[src/rtl/seg_scan_if.sv]
// Load/busy handshake plus the segment and digit-select pins of seg_scan_driver.
interface seg_scan_if #(
    parameter int DIGITS = 4,
    parameter int DATA_W = 14,
    parameter int DPW    = $clog2(DIGITS) + 1
);
    logic              load;
    logic [DATA_W-1:0] value;
    logic [DPW-1:0]    dp_pos;
    logic              busy;
    logic [7:0]        seg;
    logic [DIGITS-1:0] sel;

    modport master (output load, value, dp_pos, input busy, seg, sel);
    modport slave  (input load, value, dp_pos, output busy, seg, sel);
endinterface

[src/rtl/seg_scan_driver.sv]
// Multiplexed seven-segment driver: sequential shift-add-3 binary-to-BCD, then digit scanning.
// Optional leading-zero blanking is enabled by defining SEG_SCAN_LZB_EN.
module seg_scan_driver #(
    parameter int DIGITS   = 4,
    parameter int DATA_W   = 14,
    parameter int SCAN_DIV = 20000,
    parameter int DPW      = $clog2(DIGITS) + 1
) (
    input  logic      clk,
    input  logic      rstn,
    seg_scan_if.slave bus
);
    localparam int BCD_W  = 4 * DIGITS;
    localparam int IDX_W  = $clog2(DIGITS);
    localparam int CNT_W  = $clog2(DATA_W + 1);
    localparam int SCAN_W = $clog2(SCAN_DIV);
    localparam logic [CNT_W-1:0]  LAST_IT   = CNT_W'(DATA_W - 1);
    localparam logic [IDX_W-1:0]  LAST_IDX  = IDX_W'(DIGITS - 1);
    localparam logic [SCAN_W-1:0] LAST_SCAN = SCAN_W'(SCAN_DIV - 1);

    function automatic logic [63:0] pow10(input int n);
        logic [63:0] p;
        p = 64'd1;
        for (int k = 0; k < n; k++) p = p * 64'd10;
        return p;
    endfunction

    localparam logic [63:0] MAX_VAL = pow10(DIGITS) - 64'd1;

    typedef enum logic {S_IDLE, S_CONV} state_t;

    state_t            state_reg, state_next;
    logic [DATA_W-1:0] bin_reg, bin_next;
    logic [BCD_W-1:0]  bcd_reg, bcd_next;
    logic [CNT_W-1:0]  it_reg, it_next;
    logic [DPW-1:0]    dp_reg, dp_next;
    logic              ovf_reg, ovf_next;
    logic [BCD_W-1:0]  disp_bcd_reg, disp_bcd_next;
    logic [DPW-1:0]    disp_dp_reg, disp_dp_next;
    logic              disp_ovf_reg, disp_ovf_next;
    logic [SCAN_W-1:0] scan_reg, scan_next;
    logic [IDX_W-1:0]  idx_reg, idx_next;
    logic [DIGITS-1:0] sel_reg, sel_next;
    logic [7:0]        seg_reg, seg_next;

    logic [BCD_W-1:0]  adj;
    logic [BCD_W-1:0]  bcd_shift;
    logic [DATA_W-1:0] bin_shift;
    logic [3:0]        nibs [DIGITS];
    logic              tick;
    logic [IDX_W-1:0]  idx_adv;
    logic [6:0]        pat;
    logic              dp_hit;
    logic [7:0]        seg_dec;

    for (genvar gi = 0; gi < DIGITS; gi++) begin : g_nib
        assign adj[4*gi +: 4] = (bcd_reg[4*gi +: 4] >= 4'd5) ? bcd_reg[4*gi +: 4] + 4'd3
                                                              : bcd_reg[4*gi +: 4];
        assign nibs[gi] = disp_bcd_reg[4*gi +: 4];
    end

    // The bin MSB falls into the BCD LSB; the top BCD bit drops off the end.
    assign {bcd_shift, bin_shift} = {adj, bin_reg} << 1;

`ifdef SEG_SCAN_LZB_EN
    logic [DIGITS-1:0] lz;
    logic              blank;
    for (genvar gi = 0; gi < DIGITS; gi++) begin : g_lz
        assign lz[gi] = (disp_bcd_reg[BCD_W-1:4*gi] == '0);
    end
    assign blank = (idx_adv != '0) && lz[idx_adv] && (DPW'(idx_adv) > disp_dp_reg);
`endif

    assign tick    = (scan_reg == LAST_SCAN);
    assign idx_adv = (idx_reg == LAST_IDX) ? '0 : idx_reg + IDX_W'(1);

    // Pattern for the digit about to be selected, taken from the display register as it is now.
    always_comb begin
        case (nibs[idx_adv])
            4'd0:    pat = 7'h3F;
            4'd1:    pat = 7'h06;
            4'd2:    pat = 7'h5B;
            4'd3:    pat = 7'h4F;
            4'd4:    pat = 7'h66;
            4'd5:    pat = 7'h6D;
            4'd6:    pat = 7'h7D;
            4'd7:    pat = 7'h07;
            4'd8:    pat = 7'h7F;
            4'd9:    pat = 7'h6F;
            default: pat = 7'h00;
        endcase
        dp_hit = (disp_dp_reg != '0) && (DPW'(idx_adv) == disp_dp_reg);
        if (disp_ovf_reg)
            seg_dec = 8'h40;
`ifdef SEG_SCAN_LZB_EN
        else if (blank)
            seg_dec = 8'h00;
`endif
        else
            seg_dec = {dp_hit, pat};
    end

    always_comb begin
        state_next    = state_reg;
        bin_next      = bin_reg;
        bcd_next      = bcd_reg;
        it_next       = it_reg;
        dp_next       = dp_reg;
        ovf_next      = ovf_reg;
        disp_bcd_next = disp_bcd_reg;
        disp_dp_next  = disp_dp_reg;
        disp_ovf_next = disp_ovf_reg;
        case (state_reg)
            S_IDLE: begin
                if (bus.load) begin
                    bin_next   = bus.value;
                    bcd_next   = '0;
                    it_next    = '0;
                    dp_next    = (bus.dp_pos >= DPW'(DIGITS)) ? '0 : bus.dp_pos;
                    ovf_next   = (64'(bus.value) > MAX_VAL);
                    state_next = S_CONV;
                end
            end
            S_CONV: begin
                bin_next = bin_shift;
                bcd_next = bcd_shift;
                it_next  = it_reg + CNT_W'(1);
                if (it_reg == LAST_IT) begin
                    disp_bcd_next = bcd_shift;
                    disp_dp_next  = dp_reg;
                    disp_ovf_next = ovf_reg;
                    state_next    = S_IDLE;
                end
            end
            default: state_next = S_IDLE;
        endcase

        scan_next = tick ? '0 : scan_reg + SCAN_W'(1);
        idx_next  = tick ? idx_adv : idx_reg;
        sel_next  = tick ? (DIGITS'(1) << idx_adv) : sel_reg;
        seg_next  = tick ? seg_dec : seg_reg;
    end

    always_ff @(posedge clk or negedge rstn) begin
        if (!rstn) begin
            state_reg    <= S_IDLE;
            bin_reg      <= '0;
            bcd_reg      <= '0;
            it_reg       <= '0;
            dp_reg       <= '0;
            ovf_reg      <= 1'b0;
            disp_bcd_reg <= '0;
            disp_dp_reg  <= '0;
            disp_ovf_reg <= 1'b0;
            scan_reg     <= '0;
            idx_reg      <= '0;
            sel_reg      <= DIGITS'(1);
            seg_reg      <= 8'h3F;
        end else begin
            state_reg    <= state_next;
            bin_reg      <= bin_next;
            bcd_reg      <= bcd_next;
            it_reg       <= it_next;
            dp_reg       <= dp_next;
            ovf_reg      <= ovf_next;
            disp_bcd_reg <= disp_bcd_next;
            disp_dp_reg  <= disp_dp_next;
            disp_ovf_reg <= disp_ovf_next;
            scan_reg     <= scan_next;
            idx_reg      <= idx_next;
            sel_reg      <= sel_next;
            seg_reg      <= seg_next;
        end
    end

    assign bus.busy = (state_reg == S_CONV);
    assign bus.seg  = seg_reg;
    assign bus.sel  = sel_reg;
endmodule

[src/flat_wrapper.sv]
// flat-port wrapper written by rule: the top's interface ports become plain ports
module seg_scan_driver_flat 
#(
    parameter int DIGITS   = 4,
    parameter int DATA_W   = 14,
    parameter int SCAN_DIV = 20000,
    parameter int DPW      = $clog2(DIGITS) + 1
)
  (clk, rstn, bus_load, bus_value, bus_dp_pos, bus_busy, bus_seg, bus_sel);
  seg_scan_if #(.DIGITS(DIGITS), .DATA_W(DATA_W), .DPW(DPW)) bus_i ();
  input  logic clk;
  input  logic rstn;
  input wire logic [$bits(bus_i.load)-1:0] bus_load;
  input wire logic [$bits(bus_i.value)-1:0] bus_value;
  input wire logic [$bits(bus_i.dp_pos)-1:0] bus_dp_pos;
  output wire logic [$bits(bus_i.busy)-1:0] bus_busy;
  output wire logic [$bits(bus_i.seg)-1:0] bus_seg;
  output wire logic [$bits(bus_i.sel)-1:0] bus_sel;
  assign bus_i.load = bus_load;
  assign bus_i.value = bus_value;
  assign bus_i.dp_pos = bus_dp_pos;
  assign bus_busy = bus_i.busy;
  assign bus_seg = bus_i.seg;
  assign bus_sel = bus_i.sel;
  seg_scan_driver #(.DIGITS(DIGITS), .DATA_W(DATA_W), .SCAN_DIV(SCAN_DIV), .DPW(DPW)) u_core (.clk(clk), .rstn(rstn), .bus(bus_i));
endmodule
[config.mk]
export PLATFORM = sky130hd
export DESIGN_NAME = seg_scan_driver_flat
export DESIGN_NICKNAME = d
export VERILOG_FILES = /design/src/rtl/seg_scan_if.sv /design/src/rtl/seg_scan_driver.sv /design/src/flat_wrapper.sv
export SDC_FILE = /design/constraint.sdc
export NUM_CORES = 1
export LEC_CHECK = 0
export BUFFER_PORTS_ARGS = -buffer_cell sky130_fd_sc_hd__clkbuf_2
export CORE_UTILIZATION = 35
export CTS_CLUSTER_DIAMETER = 200
export DETAILED_ROUTE_END_ITERATION = 8
export GPL_TIMING_DRIVEN = 0
export PLACE_DENSITY_LB_ADDON = 0.15
export SLEW_MARGIN = 0
export SYNTH_ARGS = -nofsm -noshare
export SYNTH_HDL_FRONTEND = slang
export SYNTH_SLANG_ARGS = --single-unit
[constraint.sdc]
create_clock -name clk -period 2.5 [get_ports clk]
set_clock_uncertainty 0.1 [all_clocks]
set_input_delay 0.5 -clock clk [delete_from_list [all_inputs] [get_ports clk]]
set_output_delay 0.5 -clock clk [all_outputs]
set_load 0.03 [all_outputs]
==> flow_summary.yaml, run 1 <==
power_and_ir_drop:
  intPower_mw: 3.34
  finalPower_mw: 5.18
  swShare_pct: 35.6
  p_comb_share_pct: 34.4
  powerDensity_mw_per_mm2: 1020
  power.share.sequential_pct: 40.8
  vdd_ir_drop_max_mv: 0.506
  p_sw_mw: 1.85
  clock_power_share_pct: 24.8
  p_leak_nw: 2.37
global_route:
  track_usage_pct: 15.7
  overflow: 0
  grt_pass1_vias: 3028
  antenna_found_initial: 0
  grt_max_degree: 50
  grt_first_pass_wirelength_mm: 15.5
yosys:
  ys_seq_area_share_pct: 50.9
  synth_most_common_cell: "dfrtp_1"
  yosysWarnings: 0
  synth.distinct_cells: 40
  synth_top_area_share_pct: 46.7
  async_flop_share_pct: 100
  yosys-top-cells-count: "81 x dfrtp_1, 63 x nand2_1, 46 x o21ai_0, 27 x mux2i_1, 19 x nand2b_1"
  synthCells: 423
  syn-cell-area_mm2: 0.00434
  ys.flop_type: "dfrtp_1"
  synth_edf_count: 0
  synth.area.top_cells: "dfrtp_1 47%, mux2i_1 6.2%, nand2_1 5.4%, o21ai_0 5.3%, ha_1 4.9%"
  synth_fp_nets: 460
  postSynthAreaPerCell_um2: 10.3
  ys_ff_latch: 88
  yosys.area.top_type: "dfrtp_1"
place:
  dp_hpwl_mm: 6.50
  place_congestion: 0.763
  dp_cells: 624
  placed_cell_area_mm2: 0.00474
  portBuffers: 32
sta:
  slew_headroom_pct: 51.8
  finalHoldViolCount: 0
  final-setup-viol-count: 0
  fmax_ghz: 0.415
  slew_viol_final: 0
  fin_crit_sh_pct: 96.5
  rsz0062_at_grt: "true"
  post-route-min-period_ps: 2410
  worst_slew_pin_slew_ps: 723
cells_and_area:
  area_growth_syn_to_layout_pct: 16.8
  nNetsFinal: 510
  final_cell_area_mm2: 0.00507
  fin_cells: 646
  drive_gt1_share_pct: 16.9
  diodes: 0
job:
  maxCapViolCount: 0
worst_setup_path:
  worst_ep_arrival_time_ps: 2570
  crit_type: "flip-flop to flip-flop"
  start_kind: "flip-flop"
  cp_max_fo: 8
  crit_path_end_kind: "flip-flop"
  worstPathRequired_ps: 2650
clock_tree:
  clkSinkCount: 88
  clk_pin_slew_worst_paths_ps: 60
  cts_max_path_buffers: 2
  hold_buffers: 0
  cts_buffers: 9
  clk_latency_ps: 340
  cts_max_level: 3
  cts_tree: "built"
  ctsRootBufferMaster: "clkbuf_16"
route:
  via_per_inst: 4.81
  first_iter_violations: 142
  dr.pass1.iters: 4
  wl_per_cell_um: 14.4
  ant_nets: 0
  vias: 3110
  routed_wl_mm: 9.32
  post-route-drc-count: 0
floorplanning:
  rows: 40
  die_w_um: 113
  fp.coreArea_mm2: 0.0121
  io_pins: 33
  die-area_mm2: 0.0129
  die_y_um: 113
  start_util_pct: 36.0
outcome:
  status: "complete, no violations"
worst_hold_path:
  hp-class: "input port to asynchronous set/reset pin"
cells in the final DEF, fill, tap and decap left out, types with 3 or more instances in the layout:
cell,synthesis,layout
mux2i_1,27,27
buf_4,0,6
xor2_1,5,5
xnor2_1,13,13
mux4_2,2,3
nand2_1,63,63
a21oi_1,18,18
clkinv_2,0,3
o21ai_0,46,46
clkbuf_1,12,13
dfrtp_1,81,81
clkbuf_2,0,31
clkbuf_8,0,3
ha_1,17,17
nand4_1,4,4
and3_1,4,4
nor4_1,3,3
nand2b_1,19,19
nor2_1,18,18
mux2_2,9,9
nor3b_1,11,11
inv_1,14,14
dfstp_2,7,7
clkbuf_16,0,9
nand3_1,13,13
o31ai_1,11,11
logic make-up after synthesis:
logic type               after synthesis  share of synthesized area (%)
flip-flops                            88                           50.9
AO/OA/AOI/OAI                         82                           10.5
adder cells (fa/ha/maj)               17                           4.90
XOR/XNOR                              18                           3.63
multiplexers                          39                           10.2
buffers and inverters                 31                           2.77
AND/OR/NAND/NOR                      148                           17.1
per-layer routing:
layer | track usage, % | part of all wire (%) | vias to the layer above
met3 | 3.51 | 2.7 | 7
met4 | 6.05 | 0.94 | 0
met2 | 23.9 | 45 | 36
li1 | - | - | 1556
met1 | 21.7 | 51 | 1511
met5 | 0 | 0 | -
power by group through the flow:
stage	clock network, mW	logic, mW	registers [mW]
after floorplan	0	1.32	2.05
after global placement	0	1.69	2.13
after detailed placement	0	1.74	2.14
after CTS	1.33	1.75	2.12
after global routing	1.39	2.03	2.17
final	1.28	1.78	2.12
through the flow:
stage | TNS, ps | util, % | hold slack [ps] | worst slack [ps]
after global placement | -22720 | 39.1 | 348 | -288
after detailed placement | -81.7 | 39.3 | 348 | -81.7
after CTS | 0 | 41.8 | 98.9 | 14.1
after global routing | -50.0 | 42.0 | 133 | -47.6
final | 0 | 42.0 | 93.3 | 88.5
after floorplan | 0 | - | 104 | 149
path summary, 6_finish.rpt:
path,start,endpoint,slack (ps),cells after the start
worst max-delay path,u_core.idx_reg[0],u_core.bus.seg[5],90,7
worst max register to register,u_core.idx_reg[0],u_core.bus.seg[5],90,7
min in group clk,bus_dp_pos[0],u_core.dp_reg[0],310,3
max in group asynchronous,rstn,u_core.bin_reg[4],1550,2
worst min-delay path,rstn,u_core.bus.sel[1],90,1
worst min register to register,u_core.bus.sel[0],u_core.bus.sel[0],350,2
worst max-delay path: stages (launching register included):
cell and delay, ps:
dfrtp_1 430, inv_1 100, ha_1 280, clkbuf_4 200
mux4_2 630, or2_2 330, a21oi_1 160, o31ai_1 90
repair_timing:
| item | 4_1_cts | 5_1_grt |
|---|---|---|
| gates resized for setup | 1 | 1 |
| pin swaps | 1 | 1 |
| setup buffers | 3 | 3 |
| endpoints found under the setup margin | 1 | 2 |
layout make-up:
class                      instances  area [µm²]
fill                            1193        6990
sequential                        88        2210
multi-input combinational        304        2010
clock buffer                      13         270
timing repair buffer              39         235
tap                              168         210
buffer                            17        70.1
inverter                          14        52.6
clock inverter                     3        15.0
(Power assumes the default switching activity.)
==> run 2: changes to the inputs <==
--- a/config.mk
+++ b/config.mk
@@ -6,7 +6,7 @@
 export NUM_CORES = 1
 export LEC_CHECK = 0
 export BUFFER_PORTS_ARGS = -buffer_cell sky130_fd_sc_hd__clkbuf_2
-export CORE_UTILIZATION = 35
+export CORE_UTILIZATION = 30
 export CTS_CLUSTER_DIAMETER = 200
 export DETAILED_ROUTE_END_ITERATION = 8
 export GPL_TIMING_DRIVEN = 0
==> constraint.sdc (replaced) <==
create_clock -name clk -period 2.8 [get_ports clk]
set_clock_uncertainty 0.1 [all_clocks]
set_input_delay 0.56 -clock clk [delete_from_list [all_inputs] [get_ports clk]]
set_output_delay 0.56 -clock clk [all_outputs]
set_load 0.03 [all_outputs]
==> run 2 against run 1 <==
Count of clock-buffer cells in the layout decreased by 1. Final cell count increased by 0.77%. Register-to-register slack improved by 140 ps. Core utilization decreased by 6.1 points. Combinational power decreased by 13%. Total power decreased by 12%. First-iteration DRC count increased by 25%. Critical path depth unchanged. Clock power decreased by 14%. Global-route usage decreased by 1.4 points. Sequential cell count unchanged. Via count increased by 0.26%. Critical endpoint is now u_core.bus.seg[3].
==> flow_summary.yaml, run 2 (synthesized netlist as in run 1, its figures left out) <==
outcome:
  status: "complete, no violations"
power_and_ir_drop:
  p_leak_nw: 2.34
  power.share.sequential_pct: 41.6
  swShare_pct: 36.1
  intPower_mw: 2.91
  powerDensity_mw_per_mm2: 906
  p_comb_share_pct: 34.1
  clock_power_share_pct: 24.3
  vdd_ir_drop_max_mv: 0.370
  p_sw_mw: 1.64
  finalPower_mw: 4.55
cells_and_area:
  fin_cells: 651
  diodes: 0
  post-route-util_pct: 35.9
  layout_common_cells: "81 x dfrtp_1, 63 x nand2_1, 46 x o21ai_0"
  drive_gt1_share_pct: 15.3
  final_cell_area_mm2: 0.00502
  fillers: 1441
  final_common_cell: "dfrtp_1"
  nNetsFinal: 504
  area_growth_syn_to_layout_pct: 15.7
route:
  post-route-drc-count: 0
  routed_wl_mm: 9.57
  dr.pass1.iters: 4
  wl_per_cell_um: 14.7
  vias: 3118
  via_per_inst: 4.79
  ant_nets: 0
  first_iter_violations: 178
worst_setup_path:
  critical-path-top-cell-by-count: "ha_1"
  max_stage_delay_ps: 670
  worst_ep_arrival_time_ps: 2730
  reg2reg_from: "u_core.idx_reg[0]"
  path_cells: "ha_1 > nor2_4 > mux4_1 > inv_1 > ha_1 > and3_1 > o31ai_1"
  reg2reg_slack_ps: 230
  crit_path_end_kind: "flip-flop"
  start_kind: "flip-flop"
  rr_worst_depth: 7
  slowest_stage: "mux4_1"
  worstPathRequired_ps: 2960
  r2r_end: "u_core.bus.seg[3]"
  cp_max_fo: 8
  crit_type: "flip-flop to flip-flop"
sta:
  worst_slew_pin_slew_ps: 757
  finalHoldViolCount: 0
  fmax_ghz: 0.389
  slew_viol_final: 0
  final-setup-viol-count: 0
  slew_headroom_pct: 49.5
  tns_ps: 0
  rsz0062_at_grt: "false"
  fin_hold_ws_ps: 66.1
  fin_ws_ps: 230
  post-route-min-period_ps: 2570
  fin_crit_sh_pct: 91.8
clock_tree:
  clk_latency_ps: 340
  cts_tree: "built"
  ctsRootBufferMaster: "clkbuf_16"
  cts_resized: 0
  cts_post_setup_buffers_inserted: 0
  cts_max_path_buffers: 2
  hold_buffers: 0
  cts_max_level: 3
  clk_pin_slew_worst_paths_ps: 60
  cts_buffers: 9
  clkSinkCount: 88
floorplanning:
  start_util_pct: 31.0
  rows: 43
  io_pins: 33
  die_y_um: 122
  die-area_mm2: 0.0150
  die_w_um: 122
  fp.coreArea_mm2: 0.0140
place:
  dp_cells: 636
  placed_cell_area_mm2: 0.00476
  dp_hpwl_mm: 6.93
  place_congestion: 0.739
  pre_cts_slack_ps: 218
  portBuffers: 32
worst_hold_path:
  hp-class: "input port to asynchronous set/reset pin"
global_route:
  antenna_found_initial: 0
  overflow: 0
  grt_pass1_vias: 3111
  track_usage_pct: 14.2
  grt_first_pass_wirelength_mm: 16.1
  grt_max_degree: 63
job:
  maxCapViolCount: 0
## run 2: how the worst max path moves through the flow
stage | start | to | depth (start not counted)
floorplan | u_core.idx_reg[0] | u_core.bus.seg[3] | 7
global placement | rstn | u_core.bin_reg[6] | 1
detailed placement | u_core.idx_reg[0] | u_core.bus.seg[3] | 7
CTS | u_core.idx_reg[0] | u_core.bus.seg[3] | 7
global route | u_core.idx_reg[0] | u_core.bus.seg[3] | 7
finish | u_core.idx_reg[0] | u_core.bus.seg[3] | 7
## run 2: per-layer routing
layer	vias to the layer above	routed length, µm	track usage (%)
met5	-	0	0
li1	1547	-	-
met1	1519	4880	19.9
met3	13	217	2.88
met4	0	197	6.63
met2	39	4280	21.0
## run 2: power groups by stage
stage	sequential [mW]	clock [mW]	combinational, mW
final	1.90	1.10	1.55
after detailed placement	1.92	0	1.57
after global placement	1.91	0	1.52
after global routing	1.95	1.20	1.78
after floorplan	1.83	0	1.18
after CTS	1.90	1.15	1.57
## run 2: layout make-up
cell class,count,area (µm²),share of cell area [%]
Clock buffer,12,246,4.91
Clock inverter,3,18.8,0.374
Inverter,14,52.6,1.05
Multi-Input combinational cell,304,2010,40.0
Buffer,17,67.6,1.35
Tap cell,180,225,4.48
Sequential cell,88,2210,44.0
Timing Repair Buffer,33,190,3.79
## run 2: worst max-delay path: cells and delay by family (launching register included)
family | cells | cell delay, ps
simple gates | 2 | 390
fa+ha+maj | 2 | 530
mux | 1 | 670
buf+inv | 1 | 160
compound gates | 1 | 190
flops | 1 | 440
